File: config.mk
export PLATFORM = sky130hd
export DESIGN_NAME = constellation_mapper
export DESIGN_NICKNAME = d
export VERILOG_FILES = /design/src/rtl/constellation_mapper_pkg.sv /design/src/rtl/constellation_mapper_lut_ram.sv /design/src/rtl/constellation_mapper.sv
export SDC_FILE = /design/constraint.sdc
export NUM_CORES = 2
export LEC_CHECK = 0
export CORE_MARGIN = 4
export CORE_UTILIZATION = 55
export DETAILED_ROUTE_END_ITERATION = 10
export GPL_TIMING_DRIVEN = 0
export PLACE_DENSITY = 0.69
export SLEW_MARGIN = 20
export SYNTH_ARGS = -nofsm -noshare
export SYNTH_HDL_FRONTEND = slang
export SYNTH_SLANG_ARGS = --single-unit
File: constraint.sdc
create_clock -name aclk -period 8.9 [get_ports aclk]
set_input_delay 2.67 -clock aclk [delete_from_list [all_inputs] [get_ports aclk]]
set_output_delay 2.67 -clock aclk [all_outputs]
set_load 0.01 [all_outputs]
File: src/rtl/constellation_mapper_pkg.sv
// Shared types and constants for the constellation mapper: modulation encoding,
// bits-per-symbol and constellation table layout.
package constellation_mapper_pkg;

  typedef enum logic [1:0] {
    MOD_QPSK   = 2'd0,
    MOD_8PSK   = 2'd1,
    MOD_16APSK = 2'd2,
    MOD_32APSK = 2'd3
  } mod_e;

  localparam int unsigned LUT_AW            = 6;
  localparam int unsigned LUT_DEPTH         = 1 << LUT_AW;
  localparam int unsigned MAX_BPS           = 5;
  localparam int unsigned BUF_PAD           = 4;
  localparam int unsigned DEF_DATA_IN_WIDTH = 8;
  localparam int unsigned BUF_W             = DEF_DATA_IN_WIDTH + BUF_PAD;

  // Each modulation's points sit right after the previous modulation's points.
  localparam logic [LUT_AW-1:0] BASE_QPSK   = 6'd0;
  localparam logic [LUT_AW-1:0] BASE_8PSK   = 6'd4;
  localparam logic [LUT_AW-1:0] BASE_16APSK = 6'd12;
  localparam logic [LUT_AW-1:0] BASE_32APSK = 6'd28;

  function automatic logic [2:0] bps_of(input mod_e m);
    logic [2:0] r;
    case (m)
      MOD_QPSK:   r = 3'd2;
      MOD_8PSK:   r = 3'd3;
      MOD_16APSK: r = 3'd4;
      default:    r = 3'd5;
    endcase
    return r;
  endfunction

  function automatic logic [LUT_AW-1:0] base_of(input mod_e m);
    logic [LUT_AW-1:0] r;
    case (m)
      MOD_QPSK:   r = BASE_QPSK;
      MOD_8PSK:   r = BASE_8PSK;
      MOD_16APSK: r = BASE_16APSK;
      default:    r = BASE_32APSK;
    endcase
    return r;
  endfunction

endpackage

File: src/rtl/constellation_mapper_lut_ram.sv
// Simple dual-port constellation table: independent write port, registered
// read-first read port with enable. Only the read register is reset.
module constellation_lut_ram
  import constellation_mapper_pkg::*;
#(
  parameter int unsigned DW = 32
) (
  input  logic              clk_i,
  input  logic              rst_ni,
  input  logic              we_i,
  input  logic [LUT_AW-1:0] waddr_i,
  input  logic [DW-1:0]     wdata_i,
  input  logic              re_i,
  input  logic [LUT_AW-1:0] raddr_i,
  output logic [DW-1:0]     rdata_o
);

  logic [DW-1:0] mem_q [LUT_DEPTH];
  logic [DW-1:0] rdata_q;

  always_ff @(posedge clk_i) begin
    if (we_i) mem_q[waddr_i] <= wdata_i;
  end

  // Non-blocking read of the array gives old data on a same-address write.
  always_ff @(posedge clk_i or negedge rst_ni) begin
    if (!rst_ni)   rdata_q <= '0;
    else if (re_i) rdata_q <= mem_q[raddr_i];
  end

  assign rdata_o = rdata_q;

endmodule

File: src/rtl/constellation_mapper.sv
// Byte-stream to I/Q symbol mapper: unpacks frames MSB-first into 2..5-bit
// groups and looks each group up in a writable constellation table.
module constellation_mapper
  import constellation_mapper_pkg::*;
#(
  parameter int unsigned DATA_IN_WIDTH = 8,
  parameter int unsigned IQ_WIDTH      = 16
) (
  input  logic                     aclk,
  input  logic                     aresetn,
  input  logic [1:0]               cfg_modulation,
  input  logic [DATA_IN_WIDTH-1:0] s_tdata,
  input  logic                     s_tvalid,
  output logic                     s_tready,
  input  logic                     s_tlast,
  output logic [2*IQ_WIDTH-1:0]    m_tdata,
  output logic                     m_tvalid,
  input  logic                     m_tready,
  output logic                     m_tlast,
  input  logic                     lut_wren,
  input  logic [LUT_AW-1:0]        lut_addr,
  input  logic [2*IQ_WIDTH-1:0]    lut_wdata
);

  localparam int unsigned BW = DATA_IN_WIDTH + BUF_PAD;
  localparam int unsigned CW = $clog2(BW + 1);
  // A beat fits when the post-pop fill leaves at least one beat of space.
  localparam logic [CW-1:0] ROOM = CW'(BW - DATA_IN_WIDTH);

  // Handshake: a beat transfers on s_tvalid & s_tready, a symbol on
  // m_tvalid & m_tready; both may happen in the same cycle.
  logic [BW-1:0] buf_q, buf_d;
  logic [CW-1:0] cnt_q, cnt_d;
  logic          last_pend_q, last_pend_d;
  logic          frame_act_q, frame_act_d;
  mod_e          mod_q, mod_d;
  logic          valid_q, tlast_q;
  logic          rdy_en_q;

  logic              advance, pop, accept, frame_end;
  logic [2:0]        bps3;
  logic [CW-1:0]     bps_w, take, cnt_after_pop;
  logic [MAX_BPS-1:0] top_bits, sym_bits;
  logic [LUT_AW-1:0] rd_addr;

  assign bps3          = bps_of(mod_q);
  assign bps_w         = CW'(bps3);
  assign advance       = !valid_q || m_tready;
  assign pop           = advance && ((cnt_q >= bps_w) || (last_pend_q && (cnt_q != '0)));
  assign take          = (cnt_q < bps_w) ? cnt_q : bps_w;
  assign frame_end     = pop && last_pend_q && (cnt_q <= bps_w);
  assign cnt_after_pop = pop ? (cnt_q - take) : cnt_q;
  assign s_tready      = rdy_en_q && !last_pend_q && (cnt_after_pop <= ROOM);
  assign accept        = s_tvalid && s_tready;

  // Bits below cnt_q are always zero, so a short tail is already zero-padded.
  assign top_bits = buf_q[BW-1 -: MAX_BPS];
  assign sym_bits = top_bits >> (3'(MAX_BPS) - bps3);
  assign rd_addr  = base_of(mod_q) + LUT_AW'(sym_bits);

  always_comb begin
    buf_d       = buf_q;
    cnt_d       = cnt_q;
    last_pend_d = last_pend_q;
    frame_act_d = frame_act_q;
    mod_d       = mod_q;
    if (pop) begin
      buf_d = buf_q << take;
      cnt_d = cnt_q - take;
    end
    if (accept) begin
      buf_d = buf_d | ({s_tdata, {BUF_PAD{1'b0}}} >> cnt_d);
      cnt_d = cnt_d + CW'(DATA_IN_WIDTH);
      if (!frame_act_q) begin
        mod_d       = mod_e'(cfg_modulation);
        frame_act_d = 1'b1;
      end
      if (s_tlast) last_pend_d = 1'b1;
    end
    if (frame_end) begin
      last_pend_d = 1'b0;
      frame_act_d = 1'b0;
    end
  end

  always_ff @(posedge aclk or negedge aresetn) begin
    if (!aresetn) begin
      buf_q       <= '0;
      cnt_q       <= '0;
      last_pend_q <= 1'b0;
      frame_act_q <= 1'b0;
      mod_q       <= MOD_QPSK;
      valid_q     <= 1'b0;
      tlast_q     <= 1'b0;
      rdy_en_q    <= 1'b0;
    end else begin
      buf_q       <= buf_d;
      cnt_q       <= cnt_d;
      last_pend_q <= last_pend_d;
      frame_act_q <= frame_act_d;
      mod_q       <= mod_d;
      rdy_en_q    <= 1'b1;
      if (advance) begin
        valid_q <= pop;
        tlast_q <= frame_end;
      end
    end
  end

  constellation_lut_ram #(
    .DW(2*IQ_WIDTH)
  ) u_lut (
    .clk_i   (aclk),
    .rst_ni  (aresetn),
    .we_i    (lut_wren),
    .waddr_i (lut_addr),
    .wdata_i (lut_wdata),
    .re_i    (advance),
    .raddr_i (rd_addr),
    .rdata_o (m_tdata)
  );

  assign m_tvalid = valid_q;
  assign m_tlast  = tlast_q;

endmodule

==> flow_summary_export.csv <==
group,metric,value,unit
outcome,outcome,"complete, no violations",
power,power.total,36.1,mW
synth,synth_cell_type_count,76,
synth,netlist_top_cells_count,"sky130_fd_sc_hd__edfxtp_1 (2048), sky130_fd_sc_hd__nand2_1 (1623), sky130_fd_sc_hd__nand3_1 (417)",
layout,post_route_cells_drive_above_1_share,11.7,%
power,vdd_drop_max,337,uV
drt,residual_antenna_violating_net_count_after_detailed_routing,0,
global_routing,track_usage,38.2,%
clock_network,postCtsHoldBufs,0,
global_routing,grt_antenna_before_repair,12,
synth,postSynthRegisterBits,2103,
sta,transition_time_at_the_pin_with_the_least_slew_margin,1330,ps
drt,dr_drc_count,0,
layout,layout.core_utilization,63.7,%
clock_network,clock_sink_count,2103,
power,power.leakage,32.7,nW
worst_setup_path,endpoint_kind,"output port",
synth,post_synth_main_area_contributors,"sky130_fd_sc_hd__edfxtp_1 (73%), sky130_fd_sc_hd__nand2_1 (7.3%), sky130_fd_sc_hd__nand3_1 (2.5%), sky130_fd_sc_hd__mux2i_1 (2.1%), sky130_fd_sc_hd__dfrtp_1 (1.6%)",
placement,port_buffers,83,
global_routing,first_global_vias,53900,
placement,place_congestion,1.03,
synth,synth_area_leader_cell,"sky130_fd_sc_hd__edfxtp_1",
floorplanning,initial_utilization,55.3,%
clock_network,cts_root_buffer,"sky130_fd_sc_hd__clkbuf_16",
sta,maximum_operating_frequency,0.119,GHz
synth,postSynth.asyncResetShare,2.62,%
worst_setup_path,timing_worst_setup_path_type,"register to output port",
drt,detail_route.vias_per_cell,6.73,
clock_network,cts_buffer_depth,3,
sta,finalHoldViolCount,0,
floorplanning,core.rowCount,143,
sta,timing.final.max_slew_violations,0,
layout,area_growth_syn_to_layout,15.3,%
power,p_per_area,373,nW/um^2
synth,syn-num-nets,6179,
global_routing,grt_first_pass_wirelength,417000,um
worst_setup_path,critPathRequiredTime,6230,ps
min_path,class_of_the_most_critical_hold_timing_path,"register to register",
drt,routed_length_per_instance,35.2,um
worst_setup_path,crit_arrival,5750,ps
placement,detailed_place_hpwl,214000,um
clock_network,tritoncts,"done",
sta,post-route-min-period,8420,ps
global_routing,grt_overflow_total,0,
run,cap_viol_max_count,0,
drt,vias,58700,
floorplanning,ios,89,
sta,rsz0062_at_grt,"no",
global_routing,grt_start_max_net_pins,65,
clock_network,tritoncts.num_buffers,207,
worst_setup_path,timing.critical_path.fanout_max,10,
layout,finalNetCount,6584,
floorplanning,floorplan.die.width,398,um
worst_setup_path,worst_setup_path_start_kind,"register",
drt,total_routed_wirelength,307000,um
floorplanning,die_h,398,um
clock_network,clkTransAtPathRegs,60,ps
sta,relSlewSlack,11.0,%
sta,setup_viol,0,
synth,yosysMostFrequentCell,"sky130_fd_sc_hd__edfxtp_1",
synth,avgSynthCellArea,13.7,sq um
sta,final.setup_skew,39.6,ps
floorplanning,fp.dieArea,159000,sq um
synth,synth.top_cell.area_share,73.4,%
clock_network,worst_skew_pair.late_latency,840,ps
synth,number_of_synthesized_flops_with_an_enable_pin,2048,
synth,synth_warn,0,
synth,syn-instance-count,6116,
synth,synthesis.area,83800,sq um
synth,synth-main-ff-cell,"sky130_fd_sc_hd__edfxtp_1",
floorplanning,core_region_area,152000,sq um
drt,drt_pre_antenna_iters,6,
synth,synth_sequential_area_ratio,75.0,%
clock_network,cts_max_level,4,
sta,period_share,94.7,%
drt,detailedRoute.firstIterationViolations,11400,
==> repair_timing <==
action	CTS	global route
resized for setup	0	3
endpoints found under the setup margin	0	1
buffers inserted	0	2
==> report_power, final <==
group          internal, mW  leakage [nW]  switching, mW
Combinational          3.90          10.4           12.3
Clock                  4.88          3.23           3.75
Sequential             11.1          19.1          0.211
==> layout make-up <==
cell class / count / area (sq um)
Antenna cell: 5 / 12.5
Sequential cell: 2103 / 62900
Clock inverter: 101 / 907
Inverter: 26 / 97.6
Multi-Input combinational cell: 3578 / 19400
Buffer: 409 / 2010
Fill cell: 11100 / 55000
Timing Repair Buffer: 196 / 3140
Tap cell: 2030 / 2540
Clock buffer: 280 / 5730
==> per-stage QoR <==
step	hold WS, ps	std cells	setup TNS, ps	area, sq um	setup WS [ps]
final	488	8728	0	96700	476
after detailed placement	484	8340	0	90000	593
after floorplan	467	6116	0	83800	2300
after global placement	460	8229	-7220	87200	-226
after CTS	498	8721	0	96600	159
after global routing	528	8723	0	96700	73.2
==> critical path: stages, from the launching register on <==
cell                              delay (ps)
sky130_fd_sc_hd__dfrtp_1                 370
sky130_fd_sc_hd__buf_2                   290
sky130_fd_sc_hd__clkbuf_2                280
sky130_fd_sc_hd__clkbuf_1                120
sky130_fd_sc_hd__ha_1                    230
sky130_fd_sc_hd__nor2b_1                 150
sky130_fd_sc_hd__o21ai_1                 280
sky130_fd_sc_hd__nand2_1                 280
sky130_fd_sc_hd__a21oi_2                 410
sky130_fd_sc_hd__inv_2                   110
sky130_fd_sc_hd__buf_2                   240
sky130_fd_sc_hd__ha_1                    250
sky130_fd_sc_hd__fa_1                    480
sky130_fd_sc_hd__nor2b_1                 160
sky130_fd_sc_hd__o21ai_0                 140
sky130_fd_sc_hd__o21ai_0                 160
sky130_fd_sc_hd__a221oi_4                390
sky130_fd_sc_hd__a21oi_1                 110
sky130_fd_sc_hd__clkdlybuf4s50_1         490
==> state kept, by name (all words and copies together) (netlist names) <==
register / flops
m_tlast: 1
buf_q: 12
cnt_q: 4
last_pend_q: 1
u_lut.mem_q: 2048
u_lut.rdata_o: 32
m_tvalid: 1
mod_q: 2
rdy_en_q: 1
frame_act_q: 1
==> cells in the final DEF (no fill, tap or decap), drive strengths merged, types with 29 or more instances in the layout <==
cell,n
a311oi,78
clkbuf,440
clkdlybuf4s50,50
dfrtp,55
nor3,29
nor2b,65
mux2i,183
nand2,1623
o21ai,72
a21oi,229
clkinv,73
buf,393
edfxtp,2048
inv,34
o221ai,42
a211oi,81
and3,138
o22ai,54
nand3,417
a31oi,133
nor2,140
nor4,57
==> routing by layer <==
metal  routed length, um  vias up  GRT usage [%]
li1                    -    23700              -
met1              103000    28700           49.4
met2              128000     5426           53.9
met3               51100      961           15.0
met4               24300       17           24.3
met5                 496        -           1.85
==> cell families (layout without fill, tap and decap cells) <==
logic type                 count (synthesis)  after routing  synth area share (%)
and+or+nand+nor                         2528           2528                  13.0
DFF                                     2103           2103                  75.0
AOI/OAI and AO/OA                        836            836                  6.79
buffers and inverters                    435           1012                  2.49
muxes                                    201            201                  2.59
adders and majority gates                  9              9                 0.143
xor gates and xnor gates                   3              3                0.0313
other                                      1              6               0.00447
==> final timing paths <==
kind / cells after the start / slack [ps] / endpoint / start
worst max-delay path: 18 / 480 / s_tready / mod_q[1]
worst min-delay path: 1 / 490 / m_tlast / m_tlast
worst max register to register: 13 / 2790 / u_lut.rdata_o[27] / mod_q[1]
worst min register to register: 1 / 490 / m_tlast / m_tlast
max in group asynchronous: 2 / 6580 / u_lut.rdata_o[27] / aresetn
min in group asynchronous: 1 / 1710 / buf_q[5] / aresetn
No activity file was read; power rests on OpenSTA's default activity.
